`src/rtl/rf_cmd_master.sv`:
```
// Requester-side controller for the 8-entry register-file slave: one slave access per command,
// registered response on a valid/ready channel. Define RF_VERIFY_EN to read back and verify every write.
module rf_cmd_master #(
  parameter int DATA_W = 8,
  parameter int ADDR_W = 3
) (
  input  logic              clk,
  input  logic              resetn,
  input  logic              cmd_valid,
  output logic              cmd_ready,
  input  logic              cmd_op,
  input  logic [ADDR_W-1:0] cmd_addr,
  input  logic [DATA_W-1:0] cmd_data,
  output logic              rsp_valid,
  input  logic              rsp_ready,
  output logic [DATA_W-1:0] rsp_data,
  output logic              rsp_err,
  output logic              rsp_unset,
  output logic              rf_wr,
  output logic              rf_rd,
  output logic [ADDR_W-1:0] rf_addr,
  output logic [DATA_W-1:0] rf_din,
  input  logic [DATA_W-1:0] rf_dout,
  input  logic              rf_error,
  output logic              busy
);

  localparam int DEPTH = 1 << ADDR_W;

`ifdef RF_VERIFY_EN
  typedef enum logic [2:0] {IDLE, ISSUE, CAPTURE, RESP, V_ISSUE, V_CAPTURE} state_t;
`else
  typedef enum logic [1:0] {IDLE, ISSUE, CAPTURE, RESP} state_t;
`endif

  state_t           state_q, state_d;
  logic             op_q;
  logic [DEPTH-1:0] written_q;

  // NOTE: next-state logic assigns every output a default first so no path can infer a latch.
  always_comb begin
    state_d   = state_q;
    cmd_ready = 1'b0;
    rsp_valid = 1'b0;
    rf_wr     = 1'b0;
    rf_rd     = 1'b0;
    unique case (state_q)
      IDLE: begin
        cmd_ready = resetn;
        if (cmd_valid) state_d = ISSUE;
      end
      ISSUE: begin
        rf_wr   = op_q;
        rf_rd   = ~op_q;
        state_d = CAPTURE;
      end
      CAPTURE: begin
`ifdef RF_VERIFY_EN
        state_d = op_q ? V_ISSUE : RESP;
`else
        state_d = RESP;
`endif
      end
`ifdef RF_VERIFY_EN
      V_ISSUE: begin
        rf_rd   = 1'b1;
        state_d = V_CAPTURE;
      end
      V_CAPTURE: state_d = RESP;
`endif
      RESP: begin
        rsp_valid = 1'b1;
        if (rsp_ready) state_d = IDLE;
      end
      default: state_d = IDLE;
    endcase
  end

  assign busy = (state_q != IDLE);

  // rf_addr/rf_din double as the command latch: they change only on acceptance,
  // so they hold their last driven values between accesses.
  // NOTE: sequential state uses non-blocking assignments so every flop samples pre-edge values.
  // NOTE: the written bitmap is reset with the rest of the state; it must read as all-clear after reset.
  always_ff @(posedge clk or negedge resetn) begin
    if (!resetn) begin
      state_q   <= IDLE;
      op_q      <= 1'b0;
      rf_addr   <= '0;
      rf_din    <= '0;
      written_q <= '0;
      rsp_data  <= '0;
      rsp_err   <= 1'b0;
      rsp_unset <= 1'b0;
    end else begin
      state_q <= state_d;
      unique case (state_q)
        IDLE: begin
          if (cmd_valid) begin
            op_q    <= cmd_op;
            rf_addr <= cmd_addr;
            rf_din  <= cmd_data;
          end
        end
        ISSUE: begin
          if (op_q) written_q[rf_addr] <= 1'b1;
        end
        CAPTURE: begin
          rsp_err   <= rf_error;
          rsp_data  <= op_q ? rf_din : rf_dout;
          rsp_unset <= ~op_q & ~written_q[rf_addr];
        end
`ifdef RF_VERIFY_EN
        V_CAPTURE: begin
          rsp_err <= rsp_err | rf_error | (rf_dout != rf_din);
        end
`endif
        default: ;
      endcase
    end
  end

endmodule
```
`config.mk`:
```
export PLATFORM = sky130hd
export DESIGN_NAME = rf_cmd_master
export DESIGN_NICKNAME = d
export VERILOG_FILES = /design/src/rtl/rf_cmd_master.sv
export SDC_FILE = /design/constraint.sdc
export NUM_CORES = 1
export LEC_CHECK = 0
export ABC_CLOCK_PERIOD_IN_PS = 3800
export CAP_MARGIN = 20
export CORE_MARGIN = 2
export CORE_UTILIZATION = 48
export CTS_BUF_LIST = sky130_fd_sc_hd__clkbuf_4 sky130_fd_sc_hd__clkbuf_8 sky130_fd_sc_hd__clkbuf_16
export DETAILED_ROUTE_END_ITERATION = 10
export PLACE_DENSITY = 0.8
export SETUP_SLACK_MARGIN = 0.1
export SKIP_CTS_REPAIR_TIMING = 1
export SLEW_MARGIN = 20
export SYNTH_ARGS = -nofsm -noshare
export SYNTH_HDL_FRONTEND = slang
export SYNTH_SLANG_ARGS = --single-unit
```
`constraint.sdc`:
```
create_clock -name clk -period 3.8 [get_ports clk]
set_clock_uncertainty 0.05 [all_clocks]
set_input_delay 1.14 -clock clk [delete_from_list [all_inputs] [get_ports clk]]
set_output_delay 1.14 -clock clk [all_outputs]
set_load 0.02 [all_outputs]
```
==> flow_metrics.tcl, run 1 <==
set metrics [dict create \
    yosysUniqueCellTypes 24 \
    slew_headroom 0.5144 \
    area_growth_pct 38.03 \
    synth_flop_cell "dfrtp_1" \
    end_kind "output port" \
    synthTopCellsByCount "dfrtp_1 (32), mux2i_1 (12), mux2_4 (10)" \
    yosys.area.top_type_share 0.5433 \
    drt_wl_total_um 3056 \
    leakage_uw 0.0009246 \
    cts-root-buf "clkbuf_4" \
    worst-r2r-cell-count 4 \
    regArea_um2 800.8 \
    clockBufferDepth 2 \
    worstHoldPathType "register to register" \
    status "completed" \
    start_util 0.4950 \
    grt_antenna_before_repair 0 \
    die_w_um 59.42 \
    crit_fanout 2 \
    period_share 0.9283 \
    crit_arrival_ns 2.34 \
    postRouteAntennaNets 0 \
    drc 0 \
    synth_most_common_cell "dfrtp_1" \
    synth-edff-count 0 \
    cap_violations 0 \
    hold_depth 2 \
    overflow 0 \
    tns_ns 0 \
    hold_start "written_q[0]" \
    ir_drop_uv 468.7 \
    grt_setup_unrepaired "no" \
    via_count 1044 \
    vias_per_cell 5.194 \
    grt_pass1_wl_um 5175 \
    whs_ns 0.4352 \
    p_per_area_nw_per_um2 899.3 \
    drive_above_1_share 0.1429 \
    slew_viol_final 0 \
    routedWlPerCell_um 15.20 \
    start_kind "input port" \
    yosys_warnings 0 \
    rows 20 \
    drt_first_pass_iters 4 \
    required_ns 2.61 \
    reg2reg_from "state_q[0]" \
    syn_area_um2 1474 \
    nNetsFinal 197 \
    numPortBuffers 50 \
    die_height_um 59.42 \
    htreeDepth 2 \
    grt_pass1_vias 1136 \
    synth_cells 115 \
    path_clk_slew_ns 0.09 \
    detail_route.iter0.violations 25 \
    cts_sinks 32 \
    dieArea_um2 3530 \
    clkLatencyLatePin_ns 0.34 \
    num-fill-cells 214 \
    synth_nets 144 \
    period_minus_slack_ns 3.527 \
    globalplace.congestion 0.7090 \
    setup.worst_path.class "input port to output port" \
    synthTopCellsByArea "dfrtp_1 (54%), mux2_4 (10%), mux2i_1 (8.1%)" \
    ys_ff_latch 32 \
    rrSetupSlack_ns 2.01 \
    grt_max_degree 33 \
    min_to "written_q[0]" \
    max_freq_ghz 0.2835 \
    track_usage 0.2054 \
    avgSynthCellArea_um2 12.82 \
    cts_tree "done" \
    setup_violations 0 \
    tightest_slew_ns 0.7285 \
    core-area_um2 2978 \
    pin_count 51 \
    finalHoldViolCount 0 \
    rr_endpoint "rsp_unset" \
    synth_top_area_cell "dfrtp_1" \
    numCtsBuffers 5 \
    async_reset_ff_frac 1.000 \
    multiInputGateArea_um2 604.3 \
    yosysSeqAreaShare 0.5433 \
    hpwl_um 2224 \
    n_antenna_cell 0 \
]
[flip-flops by register name, summed over array words and instances (netlist names)]
name	count
rf_din	8
op_q	1
written_q	8
rsp_err	1
rsp_data	8
rf_addr	3
state_q	2
rsp_unset	1
[power breakdown]
group,internal (uW),switching [uW]
combinational,521,440
clock,75.2,109
sequential,515,168
[area by class of cell]
cell class | instances | share of cell area
clock buffers | 6 | 0.02214
well taps | 33 | 0.02030
multi-input cells | 70 | 0.2970
inverters | 8 | 0.01476
flip-flops and latches | 32 | 0.3936
repair buffers | 51 | 0.2497
clock inverters | 1 | 0.002460
[routing by layer]
metal	part of all wire	global-route usage	vias to the layer above
met2	0.49	0.3234	49
met4	0.012	0.07792	0
met3	0.079	0.07860	5
li1	-	-	497
met5	0	0	-
met1	0.42	0.2553	493
[layout by cell type, fill, tap and decap left out, drive strengths merged]
cell type	count
nand2b	2
ha	4
nand2	3
dfrtp	32
and2	2
o311ai	1
clkbuf	6
o32a	1
o32ai	1
o22ai	1
nor2	9
or2b	1
inv	8
buf	1
a21oi	9
clkdlybuf4s50	50
mux2i	12
mux2	14
o21bai	6
clkinv	1
nor2b	2
o31ai	2
[metrics by stage]
step | util | cell area (um2) | instances | setup slack [ns] | power, uW
floorplan | - | 1474 | 115 | 1.254 | 1271
global placement | 0.6664 | 1984 | 194 | 0.2646 | 1615
detailed placement | 0.6664 | 1984 | 194 | 0.2633 | 1658
CTS | 0.6832 | 2034 | 201 | 0.2570 | 1850
global route | 0.6832 | 2034 | 201 | 0.2516 | 1955
finish | 0.6832 | 2034 | 201 | 0.2725 | 1830
[cells by family after synthesis]
kind of cell	after synthesis	share of synthesized area
flip-flops	32	0.5433
multiplexers	26	0.2139
AO/OA/AOI/OAI	21	0.09932
AND/OR/NAND/NOR	19	0.06282
buffers and inverters	13	0.04669
adder cells (fa/ha/maj)	4	0.03396
[worst max-delay path, cell delays in order]
cell and delay (ns):
clkdlybuf4s50_1 0.48, and2_1 0.12, clkdlybuf4s50_1 0.60
[worst max-delay path by stage]
stage	from	to	slack (ns)	depth (start not counted)
finish	resetn	cmd_ready	0.27	3
floorplan	resetn	cmd_ready	1.25	1
detailed placement	resetn	cmd_ready	0.26	3
global route	resetn	cmd_ready	0.25	3
global placement	resetn	cmd_ready	0.26	3
CTS	resetn	cmd_ready	0.26	3
(Power assumes the default switching activity.)
==> run 2, diff against run 1 <==
--- a/config.mk
+++ b/config.mk
@@ -11,6 +11,7 @@
 export CORE_UTILIZATION = 48
 export CTS_BUF_LIST = sky130_fd_sc_hd__clkbuf_4 sky130_fd_sc_hd__clkbuf_8 sky130_fd_sc_hd__clkbuf_16
 export DETAILED_ROUTE_END_ITERATION = 10
+export GPL_ROUTABILITY_DRIVEN = 0
 export PLACE_DENSITY = 0.8
 export SETUP_SLACK_MARGIN = 0.1
 export SKIP_CTS_REPAIR_TIMING = 1
==> results of run 2 <==
The final DEF is identical to that of run 1; final timing and power are the same.
==> RTL edit, RTL diff (config.mk and constraints of run 1) <==
The 4 states of `state_t` get a one-hot encoding in 4 bits.
--- a/src/rtl/rf_cmd_master.sv
+++ b/src/rtl/rf_cmd_master.sv
@@ -32,3 +32,3 @@
 `else
-  typedef enum logic [1:0] {IDLE, ISSUE, CAPTURE, RESP} state_t;
+  typedef enum logic [3:0] {IDLE = 4'b0001, ISSUE = 4'b0010, CAPTURE = 4'b0100, RESP = 4'b1000} state_t;
 `endif
Check against the original RTL: no difference found for any inputs over 10 cycles, from zero or initial values and one cycle with resetn low; not proved beyond that.
==> RTL edit against run 1 <==
  * Non-clock buffer count is the same
  * Highest routed layer unchanged
  * Sequential cell count grew 2
  * Cell area grew 5.4%
  * Critical endpoint unchanged
  * Combinational power shrank 9.8%
  * Area after synthesis grew 5.2%
  * Total power shrank 1.1%
  * Routed wire length grew 12%
  * Largest cell class unchanged
  * Worst setup slack is essentially flat
==> RTL edit: results (changes against run 1) <==
Clock Tree Buf Depth - 2 (unchanged)
vias in the first global route - 1,249 (+9.9%)
yosys warns - 0 (unchanged)
Min-Delay Startpoint - written_q[4]$_DFFE_PN0P_
Yosys cell types - 31 (+29%)
CP max stage cell - clkdlybuf4s50_1
H-tree levels - 2 (unchanged)
largest net degree at the start of global routing - 35 (+6.1%)
Compound-Gate Fraction of Synth Area - 0.107 (+0.00802)
Top Registers - rf_din (8), rsp_data (8), written_q (8)
async set or reset register ratio after synthesis - 1.00 (unchanged)
Top delay family on crit path - buffers and inverters
LEAKAGE - 0.950 nW (+2.8%)
Post-Syn Nets - 149 (+3.5%)
most frequent cells after synthesis - dfrtp_1 (33), mux2i_1 (11), a21oi_1 (10), nor2_1 (10), mux2_4 (9)
Worst R2R Path Depth - 4 (unchanged)
Crit path largest cell delay - 0.60 ns (about the same)
sequential area share after synthesis - 0.550 (+0.00634)
HP Class - flop to flop
Diodes inserted - 0 (unchanged)
dpl hpwl - 2.41 mm (+8.2%)
clock slew at reported path FFs - 0.10 ns
placed instance count - 213 (+9.8%)
R2R Setup Slk - 1.87 ns (-0.14 ns)
clock root cell - clkbuf_4
GPL Wtd Cong - 0.789 (+11%)
WHS Endpoint - written_q[4]$_DFFE_PN0P_
R2R Path End - rsp_unset$_DFFE_PN0N_
slew margin rel. - 0.516 (+0.00196)
routed via count - 1,127 (+8.0%)
Synth Instances - 124 (+7.8%)
adder-cell share of the synthesized area - 0 (-0.0340)
initial antenna violation count - 0 (unchanged)
Reg2Reg Launch Point - state_q[3]$_DFFE_PN0P_
maximum fanout along the worst path - 2 (unchanged)
Pre-Repair DR Iteration Count - 4 (unchanged)
WHS Path Cells - 1 (-1)
WL final - 3.43 mm (+12%)
gr usage total - 0.218 (+0.0127)
worst-skew pair later-pin latency - 0.34 ns (about the same)
fin nets - 201 (+2.0%)
VDD IR max - 0.440 mV (-6.0%)
synth top area cells - dfrtp_1 (53%), mux2_4 (8.7%), mux2i_1 (7.1%)
xor-xnor portion of the synthesized cell area - 0 (unchanged)
clock buffer count from CTS - 5 (unchanged)
mux contribution to synthesized area - 0.180 (-0.0339)
status - finished, final reports clean
CP Data Arrival Time - 2.34 ns (about the same)
first-pass GRT wire length - 5.75 mm (+11%)
dpl ws - 0.275 ns (+0.0119 ns)
initial drt markers - 45 (+80%)
port bufs - 50 (unchanged)
drt wl/cell - 15.5 um (+2.1%)
layout cells sized above 1 - 0.169 (+0.0266)
[RTL edit: final cells by class]
class | count | area (um2)
multi-input cells | 79 | 647
clock inverters | 1 | 5.00
flip-flops and latches | 34 | 852
inverters | 5 | 18.8
fillers | 250 | 908
repair buffers | 51 | 508
well taps | 44 | 55.1
clock buffers | 7 | 58.8
[RTL edit: worst max path at each step]
stage	from	to	slack, ns
final	resetn	cmd_ready	0.27
after floorplan	resetn	cmd_ready	1.26
after global routing	resetn	cmd_ready	0.25
after global placement	resetn	cmd_ready	0.27
after detailed placement	resetn	cmd_ready	0.28
after CTS	resetn	cmd_ready	0.27
[RTL edit: cells by family (layout without fill, tap and decap cells)]
family                 after synthesis  in the layout
flip-flops                          34             34
AND/OR/NAND/NOR                     31             31
AO/OA/AOI/OAI                       25             25
multiplexers                        23             23
buffers and inverters               11             64
[RTL edit: worst reg2reg max path: cells and delay by family, from the launching register on]
family             cells  cell delay [ns]
DFF                    1             0.47
and+or+nand+nor        2             0.81
AOI/OAI and AO/OA      2             0.50
[RTL edit: metrics by stage]
step | instance area [um2] | power, mW | hold slack [ns]
6_report | 2140 | 1.81 | 0.435
3_5_place_dp | 2080 | 1.59 | 0.413
3_3_place_gp | 2080 | 1.57 | 0.397
5_1_grt | 2140 | 1.92 | 0.454
4_1_cts | 2140 | 1.82 | 0.438
2_1_floorplan | 1550 | 1.23 | 0.377
[RTL edit: routing by layer]
layer / up-vias / part of all wire / GRT usage / wire length, um
li1: 532 / - / - / -
met1: 548 / 0.43 / 0.278 / 1490
met2: 40 / 0.48 / 0.339 / 1650
met3: 7 / 0.066 / 0.0640 / 227
met4: 0 / 0.019 / 0.109 / 66
met5: - / 0 / 0 / 0
[RTL edit: power breakdown]
group	internal [mW]	switching, mW	total [mW]
Sequential	0.530	0.195	0.725
Combinational	0.480	0.388	0.867
Clock	0.0967	0.120	0.217
Total	1.11	0.703	1.81
